`config.mk`:
```
export PLATFORM = sky130hd
export DESIGN_NAME = fifo_reader
export DESIGN_NICKNAME = d
export VERILOG_FILES = /design/src/rtl/fifo_reader_pkg.sv /design/src/rtl/fifo_rdr_ns.sv /design/src/rtl/fifo_reader.sv
export SDC_FILE = /design/constraint.sdc
export NUM_CORES = 1
export LEC_CHECK = 0
export CAP_MARGIN = 40
export CORE_MARGIN = 10
export CORE_UTILIZATION = 41
export DETAILED_ROUTE_END_ITERATION = 6
export MAX_ROUTING_LAYER = met4
export PLACE_DENSITY_LB_ADDON = 0.12
export SLEW_MARGIN = 25
export SYNTH_ARGS = -nofsm -noshare
export SYNTH_HDL_FRONTEND = slang
export SYNTH_SLANG_ARGS = --single-unit
```
`constraint.sdc`:
```
create_clock -name clk -period 2.1 [get_ports clk]
set_input_delay 0.525 -clock clk [delete_from_list [all_inputs] [get_ports clk]]
set_output_delay 0.525 -clock clk [all_outputs]
set_load 0.005 [all_outputs]
```
`src/rtl/fifo_reader_pkg.sv`:
```
// fifo_reader_pkg: shared definitions for the FIFO read-side controller.
//   - rdr_state_e : controller state encoding (IDLE/REQ/WAIT/HOLD)
//   - FIFO_DEPTH  : depth of the FIFO being drained
//   - DEF_DATA_W / DEF_CNT_W : default data and occupancy widths
//   - wait_cnt_t  : read-latency wait counter type
package fifo_reader_pkg;

  localparam int unsigned FIFO_DEPTH = 8;
  localparam int unsigned DEF_DATA_W = 32;
  // Occupancy must represent 0..FIFO_DEPTH inclusive.
  localparam int unsigned DEF_CNT_W  = $clog2(FIFO_DEPTH + 1);
  localparam int unsigned WAIT_CNT_W = 3;

  typedef enum logic [1:0] {
    IDLE = 2'b00,
    REQ  = 2'b01,
    WAIT = 2'b10,
    HOLD = 2'b11
  } rdr_state_e;

  typedef logic [WAIT_CNT_W-1:0] wait_cnt_t;

endpackage

```
`src/rtl/fifo_rdr_ns.sv`:
```
// fifo_rdr_ns: combinational next-state logic for fifo_reader.
// Ports:
//   state           in   current controller state
//   enable          in   allow new reads to start
//   clear           in   synchronous abort, overrides every transition
//   fifo_data_count in   FIFO occupancy
//   out_ready       in   downstream accepts the held word
//   wait_cnt        in   remaining read-latency cycles
//   next_state      out  state for the next clock edge
module fifo_rdr_ns
  import fifo_reader_pkg::*;
#(
  parameter int unsigned CNT_W = DEF_CNT_W
) (
  input  rdr_state_e       state,
  input  logic             enable,
  input  logic             clear,
  input  logic [CNT_W-1:0] fifo_data_count,
  input  logic             out_ready,
  input  wait_cnt_t        wait_cnt,
  output rdr_state_e       next_state
);

  logic has_data;

  always_comb begin
    has_data   = (fifo_data_count != '0);
    next_state = state;
    if (clear) begin
      next_state = IDLE;
    end else begin
      case (state)
        IDLE: if (enable && has_data) next_state = REQ;
        REQ:  next_state = WAIT;
        // Data is captured in the last wait cycle, so HOLD follows directly.
        WAIT: if (wait_cnt == wait_cnt_t'(1)) next_state = HOLD;
        HOLD: if (out_ready) next_state = (enable && has_data) ? REQ : IDLE;
        default: next_state = IDLE;
      endcase
    end
  end

endmodule

```
`src/rtl/fifo_reader.sv`:
```
// fifo_reader: consumer-side controller for the 8-deep FIFO. Issues one
// rd_en pulse at a time, captures fifo_dout after RD_LATENCY cycles and
// presents it on a valid/ready stream. All outputs are registered.
// Optional feature macro: FIFO_RDR_CNT_EN adds the 16-bit rd_count port
// (accepted-word counter, wrapping, cleared by reset_n and clear).
// Ports:
//   clk, reset_n      clock (rising) / async active-low reset
//   enable            allow new reads to start
//   clear             synchronous abort (also drives the FIFO opclear)
//   fifo_data_count   FIFO occupancy
//   fifo_dout         FIFO read data
//   fifo_rd_en        one-cycle read request
//   out_valid         out_data holds a word
//   out_data          captured word
//   out_ready         downstream accepts when out_valid && out_ready
//   busy              controller not idle
//   rd_count          (FIFO_RDR_CNT_EN only) accepted-word count
module fifo_reader
  import fifo_reader_pkg::*;
#(
  parameter int unsigned DATA_W     = DEF_DATA_W,
  parameter int unsigned CNT_W      = DEF_CNT_W,
  parameter int unsigned RD_LATENCY = 2
) (
  input  logic              clk,
  input  logic              reset_n,
  input  logic              enable,
  input  logic              clear,
  input  logic [CNT_W-1:0]  fifo_data_count,
  input  logic [DATA_W-1:0] fifo_dout,
  output logic              fifo_rd_en,
  output logic              out_valid,
  output logic [DATA_W-1:0] out_data,
  input  logic              out_ready,
  output logic              busy
`ifdef FIFO_RDR_CNT_EN
  ,
  output logic [15:0]       rd_count
`endif
);

  if (RD_LATENCY < 1 || RD_LATENCY > 7) begin : g_bad_latency
    $error("fifo_reader: RD_LATENCY must be in 1..7");
  end

  rdr_state_e state;
  rdr_state_e next_state;
  wait_cnt_t  wait_cnt;

  fifo_rdr_ns #(
    .CNT_W(CNT_W)
  ) u_ns (
    .state           (state),
    .enable          (enable),
    .clear           (clear),
    .fifo_data_count (fifo_data_count),
    .out_ready       (out_ready),
    .wait_cnt        (wait_cnt),
    .next_state      (next_state)
  );

  // Outputs are decoded from next_state so they are registered yet line up
  // with the state they belong to.
  always_ff @(posedge clk or negedge reset_n) begin
    if (!reset_n) begin
      state      <= IDLE;
      wait_cnt   <= '0;
      fifo_rd_en <= 1'b0;
      out_valid  <= 1'b0;
      out_data   <= '0;
      busy       <= 1'b0;
    end else begin
      state      <= next_state;
      fifo_rd_en <= (next_state == REQ);
      out_valid  <= (next_state == HOLD);
      busy       <= (next_state != IDLE);

      if (clear) begin
        wait_cnt <= '0;
      end else if (state == REQ) begin
        wait_cnt <= wait_cnt_t'(RD_LATENCY);
      end else if (state == WAIT) begin
        wait_cnt <= wait_cnt - wait_cnt_t'(1);
      end

      // WAIT->HOLD only happens in the final latency cycle and never under
      // clear, so out_data keeps its old value on abort.
      if (state == WAIT && next_state == HOLD) begin
        out_data <= fifo_dout;
      end
    end
  end

`ifdef FIFO_RDR_CNT_EN
  always_ff @(posedge clk or negedge reset_n) begin
    if (!reset_n) begin
      rd_count <= '0;
    end else if (clear) begin
      rd_count <= '0;
    end else if (out_valid && out_ready) begin
      rd_count <= rd_count + 16'd1;
    end
  end
`endif

endmodule

```
---- Yosys cells after proc, flatten, opt, wreduce, memory -nomap -nowiden ----
Cells that the tools add are included.
storage, ports and cells
  flip-flop bits (word level) ............. 40
  output and inout bits ................... 35
cells by class
  add/sub/neg operators ................... 1
  equal/unequal tests ..................... 6
  mux-type cells .......................... 9
  reductions and logical operators ........ 6
operator list
  kind                   count
  $mux W3                3
  $mux W2                4
  $pmux W2 S4            1
  $eq A2 B2 Y1 const B   3
  $eq A2 B1 Y1 const B   2
  $reduce_bool A4 Y1     1
  $eq A3 B1 Y1 const B   1
  $reduce_bool A3 Y1     1
  $sub A3 B1 Y3 const B  1
  $logic_and A1 B1 Y1    2
  $logic_not A2 Y1       1
  $reduce_bool A2 Y1     1
  $mux W1                1

---- Longest topological paths before layout ----
  word-level depth ........................ 8
  depth in mapped cells ................... 6

---- Cells and area by module ----
From an unflattened synthesis, not the netlist that was laid out.
unflattened totals
  cell total of the unflattened synthesis .. 105
  area, all modules ....................... 1745.4 um^2
modules (own cells, without submodules)
  module       instances  cells an instance  area an instance (um^2)  seq. area each (um^2)
  fifo_reader  1          95                 1672.9                   1001.0
  fifo_rdr_ns  1          10                 72.6                     0.0

---- Worst setup path after synthesis ----
Ideal clock, no wire load.
  kind .................................... flip-flop to flip-flop
  from .................................... reg wait_cnt[1]
  to ...................................... reg out_data[0]
  data arrival time ....................... 1.559 ns
  required time ........................... 1.975 ns
  slack ................................... 0.416 ns
  stages on the path, launching flop included .. 7
  buffers on the path ..................... 1
  clock period less this slack ............ 1.684 ns
  cell sequence ........................... dfrtp_1 > inv_1 > ha_1 > nand2b_4 > nor4b_4 > buf_6 > mux2_2
on the way
  word-level cells in the longest chain between the ends .. 6
ends and longest elaborated chain
  what                    line               RTL
  from (decl)             fifo_reader.sv:48  wait_cnt_t wait_cnt;
  from (signal assigned)  fifo_reader.sv:81  wait_cnt <= wait_cnt_t'(RD_LATENCY);
  from (signal assigned)  fifo_reader.sv:83  wait_cnt <= wait_cnt - wait_cnt_t'(1);
  $eq A3 B1 Y1            fifo_rdr_ns.sv:36  WAIT: if (wait_cnt == wait_cnt_t'(1)) next_state = HOLD;
  $mux W2                 fifo_rdr_ns.sv:36
  $pmux W2 S4             fifo_rdr_ns.sv:32  case (state)
  $mux W2                 fifo_rdr_ns.sv:29  if (clear) begin
  $eq A2 B2 Y1            fifo_reader.sv:88  if (state == WAIT && next_state == HOLD) begin
  $logic_and A1 B1 Y1     fifo_reader.sv:88
  to (signal assigned)    fifo_reader.sv:89  out_data <= fifo_dout;
  to (decl)               fifo_reader.sv:33  output logic [DATA_W-1:0] out_data,
Every way passes these cells.
A chain may end at the register's enable or synchronous reset.

---- Final worst setup path ----
  from .................................... reg wait_cnt[1]
  to ...................................... reg out_data[27]
Same word-level chain as after synthesis.

==> metrics.yaml <==
outcome: "completed"
p_per_area_nw_per_um2: 838.0
drtAntennaViolNets: 0
drive_above_1_share_pct: 25.00
start_util_pct: 43.73
synth.distinct_cells: 23
period_share_pct: 85.61
reg2reg_slack_ps: 300
via_per_inst: 4.904
cp-start-kind: "register"
drc: 0
drt-pass1-iter-count: 4
swShare_pct: 23.44
clkSinkCount: 40
whs_ps: 208.5
place_congestion: 0.7323
worst_pin_slew_ps: 519.4
synth_edf_count: 0
synth_seq_cells: 40
drt_iter0_markers: 35
cts_tree: "built"
fp.dieW_um: 83.42
ys.flop_type: "dfrtp_1"
wirelength_um: 4006
grt_pass1_vias: 1245
combPwrFrac_pct: 28.0
p_seq_share_pct: 47.1
synth_seq_area_share_pct: 60.70
avgRoutedWirePerCell_um: 16.69
ys_top_cells_by_area: "dfrtp_1 61%, mux2_2 23%, buf_6 2.7%"
endpoint: "out_data[27]"
fin_tns_setup_ps: 0
hpwlAfterDp_um: 3171
vias: 1177
synth-warning-count: 0
async_flop_share_pct: 100.0
leakage_nw: 1.146
mostFrequentLayoutCells: "74 x clkdlybuf4s50_1, 40 x dfrtp_1, 33 x mux2_2, 7 x clkbuf_8"
syn_nets: 154
cts_resized: 0
worstPathMaxFanout: 17
endpoint_kind: "register"
clock_path_buffers: 2
final_nets: 235
reg2reg_depth: 6
cp-startpoint: "wait_cnt[1]"
worst_slack_ps: 302.2
utilization_pct: 67.58
antennaDiodeCount: 0
arrival_ps: 1970
ir_drop_mv: 0.4216
antenna_found_initial: 0
required_ps: 2270
rsz0062_at_grt: "false"
avgSynthCellArea_um2: 14.86
synth_area_um2: 1649
ctsHoldBuffers: 0
max_freq_ghz: 0.5562
clk_root_buffer_cell: "clkbuf_8"
grt_max_degree: 23
die_area_um2: 6959
htree_levels: 2
globalRouteTotalUtil_pct: 11.73
num_io_pins: 76
skew_ps: 6.076
pwr-share-clk_pct: 25.0
r2r-start: "wait_cnt[1]"
period_minus_slack_ps: 1798
setup-violations-final: 0
rows: 22
slew-limit-headroom_pct: 65.37
area_growth_pct: 54.55
grt_pass1_wl_um: 6444
total_power_mw: 2.136
hp-class: "input pin to async pin"
synth_top_area_share_pct: 60.70
p_int_mw: 1.635
power_switching_mw: 0.5006
path_class: "register to register"
clock_latency_ps: 290
drv_slew: 0
synth_cells: 111
die_h_um: 83.42
rr_endpoint: "out_data[27]"
clk_pin_slew_ps: 70
pre_cts_ws_ps: 4.904
coreArea_um2: 3771
hold_violations: 0
synth_area_leader_cell: "dfrtp_1"
maxCapViolations: 0
grt-ovfl-total: 0
port-buffer-count: 75
cts_buffers: 5
final_common_cell: "clkdlybuf4s50_1"
postCtsSetupRepairBufs: 0
-- power by group through the flow --
stage	combinational [mW]	clock [mW]	sequential, mW
final	0.597	0.533	1.01
after global routing	0.647	0.594	1.03
after floorplan	0.192	0	1.02
after detailed placement	0.612	0	1.02
after global placement	0.599	0	1.01
after CTS	0.614	0.554	1.01
-- cells in the mapped netlist, drive strengths merged, types with 2 or more instances --
cell type   n
buf         5
nor3b       3
inv         4
mux2       33
a21oi       4
nor2        4
o21ai       2
dfrtp      40
ha          2
nand3       2
-- layer usage --
layer / global-route usage, % / share of wire [%]
met1: 13.28 / 42
met4: 3.631 / 0.95
met3: 5.469 / 8.4
met2: 18.09 / 49
met5: - / 0
-- per-stage QoR --
stage / area [um2] / instances
2_1_floorplan: 1649 / 111
3_3_place_gp: 2452 / 233
3_5_place_dp: 2452 / 233
4_1_cts: 2549 / 240
5_1_grt: 2549 / 240
6_report: 2549 / 240
-- sequential cells by signal (all words and copies together), names as in the netlist --
register and count:
out_data 32, fifo_rd_en 1, out_valid 1, state 2
busy 1, wait_cnt 3
-- how the worst min path moves through the flow --
| stage | startpoint | endpoint | slack [ps] |
|---|---|---|---|
| final | reset_n | out_data[15] | 210 |
| after global routing | reset_n | out_data[0] | 240 |
| after detailed placement | out_data[29] | out_data[29] | 500 |
| after global placement | out_data[18] | out_data[18] | 490 |
| after floorplan | reset_n | busy | 230 |
| after CTS | reset_n | out_data[3] | 210 |
-- logic make-up (layout without fill, tap and decap cells) --
logic type	count (synthesis)	after routing	share of synthesized area, %
flops	40	40	60.70
mux	33	33	22.53
simple gates	14	14	6.373
compound gates	11	11	4.250
buf+inv	10	91	4.096
fa+ha+maj	2	2	1.517
xor+xnor	1	1	0.5312
-- area by class of cell --
type | count | area (um2)
clock buffer | 7 | 96.34
multi-input combinational | 61 | 580.6
fill | 260 | 1222
sequential | 40 | 1001
tap | 48 | 60.06
inverter | 4 | 15.01
timing repair buffer | 80 | 795.8
-- critical path, cell delays in order, from the launching register on --
cell      delay (ps)
dfrtp_1          410
inv_1             90
ha_1             190
nand2b_4          80
nor4b_4          240
buf_4            300
mux2_2           370
Power figures use the tool's default switching activity.
